[config.mk]
export PLATFORM = sky130hd
export DESIGN_NAME = sccb_responder
export DESIGN_NICKNAME = d
export VERILOG_FILES = /design/src/rtl/sccb_pkg.sv /design/src/rtl/sccb_line_sync.sv /design/src/rtl/sccb_responder.sv
export SDC_FILE = /design/constraint.sdc
export NUM_CORES = 1
export LEC_CHECK = 0
export BUFFER_PORTS_ARGS = -buffer_cell sky130_fd_sc_hd__buf_2
export CORE_MARGIN = 2
export CORE_UTILIZATION = 55
export DETAILED_ROUTE_END_ITERATION = 7
export HOLD_SLACK_MARGIN = 0.15
export PLACE_DENSITY = 0.78
export SETUP_SLACK_MARGIN = 0.15
export SLEW_MARGIN = 20
export SYNTH_ARGS = -nofsm -noshare
export SYNTH_HDL_FRONTEND = slang
export SYNTH_SLANG_ARGS = --single-unit
export TNS_END_PERCENT = 5
[constraint.sdc]
create_clock -name clk -period 2.3 [get_ports clk]
set_clock_uncertainty 0.1 [all_clocks]
set_input_delay 0.115 -clock clk [delete_from_list [all_inputs] [get_ports clk]]
set_output_delay 0.115 -clock clk [all_outputs]
set_load 0.02 [all_outputs]
[src/rtl/sccb_pkg.sv]
// sccb_pkg: shared SCCB state encoding, default device IDs and bit-counter width.
package sccb_pkg;
  typedef enum logic [3:0] {
    S_IDLE, S_ID, S_ID_ACK, S_SUB, S_SUB_ACK, S_DATA, S_DATA_ACK, S_READ, S_READ_NA, S_IGNORE
  } state_t;
  localparam logic [7:0] SCCB_ID_WR = 8'h42;
  localparam logic [7:0] SCCB_ID_RD = 8'h43;
  localparam int CNT_W = 4;
endpackage

[src/rtl/sccb_line_sync.sv]
// sccb_line_sync: 2-flop synchronizers plus edge and START/STOP detection on SIOC/SIOD.
module sccb_line_sync (
  input  logic clk,
  input  logic reset,
  input  logic sioc,
  input  logic siod_in,
  output logic scl_rise,
  output logic scl_fall,
  output logic start_det,
  output logic stop_det,
  output logic sda_s
);
  logic [1:0] scl_sync_q, sda_sync_q;
  logic scl_p_q, sda_p_q, scl_s;
  // Idle bus is high on both lines, so reset to 1 to avoid phantom edges.
  always_ff @(posedge clk or posedge reset)
    if (reset) begin
      scl_sync_q <= 2'b11;
      sda_sync_q <= 2'b11;
      scl_p_q <= 1'b1;
      sda_p_q <= 1'b1;
    end else begin
      scl_sync_q <= {scl_sync_q[0], sioc};
      sda_sync_q <= {sda_sync_q[0], siod_in};
      scl_p_q <= scl_sync_q[1];
      sda_p_q <= sda_sync_q[1];
    end
  assign scl_s = scl_sync_q[1];
  assign sda_s = sda_sync_q[1];
  assign scl_rise = scl_s & ~scl_p_q;
  assign scl_fall = ~scl_s & scl_p_q;
  assign start_det = scl_s & scl_p_q & sda_p_q & ~sda_s;
  assign stop_det = scl_s & scl_p_q & ~sda_p_q & sda_s;
endmodule

[src/rtl/sccb_responder.sv]
// sccb_responder: SCCB target decoding 3-phase write, 2-phase write and 2-phase read
// onto a simple register-bank port; SIOD is only ever pulled low.
import sccb_pkg::*;
module sccb_responder #(
  parameter logic [7:0] DEVICE_ID = SCCB_ID_WR
) (
  input  logic       clk,
  input  logic       reset,
  input  logic       sioc,
  input  logic       siod_in,
  output logic       siod_oe,
  output logic       reg_wr,
  output logic [7:0] reg_addr,
  output logic [7:0] reg_wdata,
  input  logic [7:0] reg_rdata,
  output logic       busy
);
  state_t state_q, state_d;
  logic [CNT_W-1:0] cnt_q, cnt_d;
  logic [7:0] sh_q, sh_d, addr_q, addr_d, wdata_q, wdata_d, rx_byte;
  logic oe_q, oe_d, wr_q, wr_d;
  logic scl_rise, scl_fall, start_det, stop_det, sda_s;
  sccb_line_sync u_sync (
    .clk(clk), .reset(reset), .sioc(sioc), .siod_in(siod_in),
    .scl_rise(scl_rise), .scl_fall(scl_fall), .start_det(start_det),
    .stop_det(stop_det), .sda_s(sda_s)
  );
  assign rx_byte = {sh_q[6:0], sda_s};
  always_comb begin
    state_d = state_q;
    cnt_d = cnt_q;
    sh_d = sh_q;
    oe_d = oe_q;
    wr_d = 1'b0;
    addr_d = addr_q;
    wdata_d = wdata_q;
    if (start_det) begin
      state_d = S_ID;
      cnt_d = '0;
      oe_d = 1'b0;
    end else if (stop_det) begin
      state_d = S_IDLE;
      cnt_d = '0;
      oe_d = 1'b0;
    end else case (state_q)
      S_ID, S_SUB, S_DATA: if (scl_rise) begin
        sh_d = rx_byte;
        cnt_d = cnt_q + CNT_W'(1);
        if (cnt_q == CNT_W'(7)) begin
          cnt_d = '0;
          if (state_q == S_ID)
            state_d = (rx_byte == DEVICE_ID || rx_byte == (DEVICE_ID | 8'h01)) ? S_ID_ACK : S_IGNORE;
          else if (state_q == S_SUB) begin
            state_d = S_SUB_ACK;
            addr_d = rx_byte;
          end else begin
            state_d = S_DATA_ACK;
            wr_d = 1'b1;
            wdata_d = rx_byte;
          end
        end
      end
      // First fall after the byte pulls SIOD low, the next one ends the ACK bit.
      S_ID_ACK, S_SUB_ACK, S_DATA_ACK: if (scl_fall) begin
        oe_d = ~oe_q;
        if (oe_q) begin
          state_d = state_q == S_ID_ACK ? (sh_q[0] ? S_READ : S_SUB) :
                    state_q == S_SUB_ACK ? S_DATA : S_IGNORE;
          if (state_q == S_ID_ACK && sh_q[0]) begin
            sh_d = reg_rdata;
            oe_d = ~reg_rdata[7];
          end
        end
      end
      S_READ: begin
        if (scl_rise) cnt_d = cnt_q + CNT_W'(1);
        if (scl_fall) begin
          if (cnt_q == CNT_W'(8)) begin
            state_d = S_READ_NA;
            oe_d = 1'b0;
          end else begin
            sh_d = {sh_q[6:0], 1'b0};
            oe_d = ~sh_q[6];
          end
        end
      end
      S_READ_NA: if (scl_rise) state_d = S_IGNORE;
      default: ;
    endcase
  end
  always_ff @(posedge clk or posedge reset)
    if (reset) begin
      state_q <= S_IDLE;
      cnt_q <= '0;
      sh_q <= '0;
      oe_q <= 1'b0;
      wr_q <= 1'b0;
      addr_q <= '0;
      wdata_q <= '0;
    end else begin
      state_q <= state_d;
      cnt_q <= cnt_d;
      sh_q <= sh_d;
      oe_q <= oe_d;
      wr_q <= wr_d;
      addr_q <= addr_d;
      wdata_q <= wdata_d;
    end
  assign siod_oe = oe_q;
  assign reg_wr = wr_q;
  assign reg_addr = addr_q;
  assign reg_wdata = wdata_q;
  assign busy = state_q != S_IDLE;
endmodule

Word-level counts from Yosys, hierarchy flattened
Cells that the tools add are included. W data, S select, Z words.

Input port bits: 12. Flip-flop bits (word level): 39. Output and inout port bits: 19.

Multiplexer cells: 44. Equality and inequality tests: 26. Add/sub/neg operators: 1. Reduce and logical (&&, ||, !) cells: 15. Bitwise operators: 18.

Operators with widths (number): $mux W4 (18); $mux W7 (6); $ne A4 B4 Y1 const B (8); $pmux W7 S3 (1); $eq A4 B3 Y1 const B (5); $eq A8 B7 Y1 const B (2); $pmux W4 S4 (1); $mux W1 (14); $reduce_and A7 Y1 (2); $ne A2 B2 Y1 const B (6); $reduce_bool A4 Y1 (3); $not A1 Y1 (11); $reduce_and A9 Y1 (1); $eq A4 B2 Y1 const B (2); $eq A4 B4 Y1 const B (2); $pmux W4 S2 (1); $reduce_and A8 Y1 (1); $and A1 B1 Y1 (7); $reduce_and A3 Y1 (2); $reduce_bool A6 Y1 (1); $reduce_or A3 Y1 (2); $add A4 B1 Y4 const B (1); $eq A4 B1 Y1 const B (1); $mux W3 (1); 5 further kinds (5).

Logic depth before layout (Yosys ltp)
Word-level depth: 9. Gate-level depth with buffers: 7.

By module
A second synthesis with hierarchy kept.

Cell total of the unflattened synthesis: 177. Area, all modules: 2011.9 um^2.

Modules (own cells, without submodules): sccb_responder (area each 1818.0 um^2, instances 1, cells each 166); sccb_line_sync (area each 193.9 um^2, instances 1, cells each 11).

Worst setup path before layout
OpenSTA, ideal clock, no wires.

Path type: register to register. From: register u_sync.scl_sync_q[1]. To: register addr_q[0], in the netlist reg_addr[0]. Data arrival time: 1.549 ns. Slack: 0.527 ns. Buffers on the path: 0. Setup time: 0.125 ns. Clock period less this slack: 1.773 ns. Data required time: 2.075 ns. Stages on the path, launching flop included: 6. Path through: dfstp_2 and2b_1 and2_1 nand2b_2 nor2_4 mux2_2.

Cells in the longest elaborated chain, start to end: 5.

RTL lines: from (decl) (line sccb_line_sync.sv:13) `logic [1:0] scl_sync_q, sda_sync_q;`; from (signal assigned) (line sccb_line_sync.sv:23) `scl_sync_q <= {scl_sync_q[0], sioc};`; $and A1 B1 Y1 (line sccb_line_sync.sv:32, sccb_line_sync.sv:33); $and A1 B1 Y1 (on tied branches) (2 in series) (line sccb_line_sync.sv:33, sccb_line_sync.sv:32); $not A1 Y1 (no source line); $reduce_and A7 Y1 (no source line) *; to (signal assigned) (line sccb_responder.sv:106) `addr_q <= addr_d;`; to (decl) (line sccb_responder.sv:20) `logic [7:0] sh_q, sh_d, addr_q, addr_d, wdata_q, wdata_d, rx_byte;`.

Mark *: on every way between the ends. The rest lies on a longest branch, timed or not. A chain may end at the register's enable or synchronous reset.

Worst setup path in the final report
From: register state_q[1]. To: register sh_q[4].

Cells in the longest elaborated chain, start to end: 4.

RTL lines: from (decl) (line sccb_responder.sv:18) `state_t state_q, state_d;`; from (signal assigned) (line sccb_responder.sv:101) `state_q <= state_d;`; $eq A4 B2 Y1 (tied with other cells) (line sccb_responder.sv:45, sccb_responder.sv:69); $reduce_or A3 Y1 / $logic_and A1 B1 Y1 (equally long branches) (line sccb_responder.sv:45, sccb_responder.sv:69); $ne A2 B2 Y1 (no source line) / $reduce_bool A3 Y1 (equally long branches); $reduce_and A9 Y1 (no source line); to (signal assigned) (line sccb_responder.sv:95) `sh_q <= '0;`; to (signal assigned) (line sccb_responder.sv:103) `sh_q <= sh_d;`; to (decl) (line sccb_responder.sv:20).

Parallel ways exist; a longest one is shown, timed or not.

==> summary.md <==
| Metric | Value |
|---|---|
| Clock sinks | 39 |
| EDFF count, synth | 0 |
| WP data required | 2.43 ns |
| WS Path Type | reg2reg |
| Die width | 64.48 um |
| #FFs+latches synth | 39 |
| CP Capture Type | register |
| Leak | 1.115 nW |
| Post-route antenna net violation count | 0 |
| # rows | 21 |
| First-pass GRT wire length | 7.113 mm |
| Share of the clock period used by the worst path | 87.69% |
| HPWL after DPL | 3.025 mm |
| Post-route design area | 2384 um2 |
| Worst Hold Class | reg2reg |
| RSZ-0062 raised after global routing | no |
| Predominant post-synthesis flop cell | dfrtp_1 |
| CTS tree | built |
| TritonRoute pass-1 iters | 5 |
| Die area | 4158 um2 |
| Layout Nets | 230 |
| Fillers | 264 |
| Number of global-route vias before repair | 1495 |
| Syn Area/Cell | 11.98 um2 |
| Arr. time, crit path | 2.15 ns |
| Post-synthesis cell type count | 52 |
| Wire per inst | 15.84 um |
| Core footprint | 3416 um2 |
| Fmax | 0.4958 GHz |
| Clk pin slew, worst setup/hold paths | 0.12 ns |
| Vias per inst | 5.700 |
| Pre-CTS setup slack | 0.2804 ns |
| DRC viols | 0 |
| Worst Tran Pin Value | 0.4701 ns |
| Longest Clk Path Bufs | 2 |
| Outcome | finished, final reports clean |
| Port bufs | 30 |
| Vias after detailed routing | 1499 |
| Max VDD drop | 0.5318 mV |
| Initial antenna violation count | 0 |
| Setup WS post-layout | 0.2832 ns |
| Synthesized area | 2012 um2 |
| CTS Buf Count | 5 |
| Initial core utilization | 58.90% |
| N_diodes | 0 |
| Tot Pwr | 2.317 mW |
| Maxcap violations | 0 |
| Grt total ovfl | 0 |
| Relative slew slack | 68.66% |
| Ports | 31 |
| Endpoints failing setup | 0 |
| Seq/Total Area, Yosys | 48.88% |
| Worst hold slack | 0.2658 ns |
| Crit-path max FO | 13 |
| H-tree depth | 2 |
| R2r setup slk | 0.28 ns |
| Placed instance area | 2221 um2 |
| Pin count of the biggest net entering global routing | 40 |
| Yosys warns | 0 |
| CP Launch Type | register |
| Chip Height | 64.48 um |
| Count of pins over their slew limit | 0 |
| Min Tclk post-route | 2.017 ns |
| Tot GR Track Use | 22.52% |
| Area grow syn2layout | 18.47% |
| WL final | 4.165 mm |
| Ys async rst share | 100.0% |
| Post-synth net total | 182 |
| Setup TNS | 0 ns |
| Fin. Hold Viols | 0 |
| Post-CTS setup buffers | 0 |
| Mapped Cells | 168 |
| Initial DRC Count | 70 |
| Root Buffer | clkbuf_4 |
| Worst-Skew Late Latency | 0.34 ns |
| Routability cong. | 0.8541 |
| Share of layout cells above drive strength 1 | 42.86% |
| PwrDens | 972.0 nW/um2 |
[power by group]
part | internal (mW) | switching, mW | leakage [nW] | total (mW)
Clock | 0.119 | 0.212 | 0.0293 | 0.331
Combinational | 0.487 | 0.458 | 0.583 | 0.945
Sequential | 0.814 | 0.227 | 0.503 | 1.04
Total | 1.42 | 0.897 | 1.11 | 2.32
[layer usage]
layer	track usage [%]	up-vias	routed length (um)
li1	-	715	-
met1	28.75	727	1861
met2	38.15	51	2079
met3	5.556	6	176
met4	6.649	0	47
met5	0	-	0
[cell usage after synthesis (all sizes together) (3+ instances only)]
library cell	n	area (um2)
o211ai	3	36.28
dfrtp	33	825.8
o21ai	6	30.03
nand4b	3	26.28
nor2	10	70.07
inv	3	11.26
nor3	4	20.02
a31oi	3	18.77
buf	5	36.28
nand2b	7	46.30
mux2	29	326.6
a21oi	7	38.79
nand3	5	30.03
dfstp	6	157.7
nand2	10	37.54
[repair_timing]
action | in CTS | in global routing
gates resized for setup | 0 | 2
setup endpoints to repair | 0 | 3
hold endpoints to repair | 49 | 0
hold buffers | 11 | 0
[sequential cells by signal (all words and copies together) (netlist names)]
name / cells
reg_addr: 8
reg_wdata: 8
sh_q: 7
cnt_q: 4
state_q: 4
u_sync.scl_sync_q: 2
u_sync.sda_sync_q: 2
reg_wr: 1
siod_oe: 1
u_sync.scl_p_q: 1
u_sync.sda_p_q: 1
[cell type report]
| type | count | area [um2] | area share, % |
|---|---|---|---|
| Sequential cell | 39 | 985.9 | 41.36 |
| Multi-Input combinational cell | 121 | 980.9 | 41.15 |
| Timing Repair Buffer | 46 | 297.8 | 12.49 |
| Tap cell | 46 | 57.56 | 2.415 |
| Clock buffer | 7 | 45.04 | 1.890 |
| Inverter | 3 | 11.26 | 0.4724 |
| Clock inverter | 1 | 5.005 | 0.2100 |
[stage by stage]
step	util (%)	std cells
2_1_floorplan	-	168
3_3_place_gp	65.02	244
3_5_place_dp	65.02	244
4_1_cts	69.71	263
5_1_grt	69.78	263
6_report	69.78	263
[placed cells by master (no fill, tap or decap), types with 3 or more instances in the layout]
| master | count |
|---|---|
| dfstp_2 | 6 |
| buf_2 | 30 |
| nor2_1 | 5 |
| buf_4 | 5 |
| nor3_1 | 4 |
| dfrtp_1 | 31 |
| nor2_4 | 4 |
| dlygate4sd3_1 | 11 |
| a31oi_1 | 3 |
| nand2b_1 | 6 |
| nand4b_1 | 3 |
| clkbuf_4 | 5 |
| nand3_1 | 4 |
| o21ai_0 | 4 |
| mux2_2 | 29 |
| a21oi_1 | 6 |
| nand2_1 | 10 |
| inv_1 | 3 |
[worst max-delay path, cell delays in order (launching register included)]
cell and delay [ns]:
dfrtp_1 0.63, and4b_1 0.40, nand2b_1 0.11, o21ai_1 0.12, nand3_2 0.21, mux2_2 0.34
[cells by family (layout without fill, tap and decap cells)]
logic type	count (synthesis)	count (layout)	share of synthesized area (%)
xor+xnor	2	2	0.8708
compound gates	32	32	12.00
flops	39	39	48.88
mux	30	30	16.73
fa+ha+maj	2	2	1.244
simple gates	55	55	17.91
buf+inv	8	57	2.363
[final timing paths]
| kind | endpoint | cells past startpoint | from |
|---|---|---|---|
| worst max-delay path | sh_q[4] | 5 | state_q[1] |
| worst min-delay path | u_sync.sda_sync_q[1] | 0 | u_sync.sda_sync_q[0] |
| worst max register to register | sh_q[4] | 5 | state_q[1] |
| worst min register to register | u_sync.sda_sync_q[1] | 0 | u_sync.sda_sync_q[0] |
| max in group asynchronous | u_sync.sda_sync_q[0] | 4 | reset |
| min in group asynchronous | state_q[1] | 4 | reset |
Note: power is estimated with default switching activity, not from simulation.
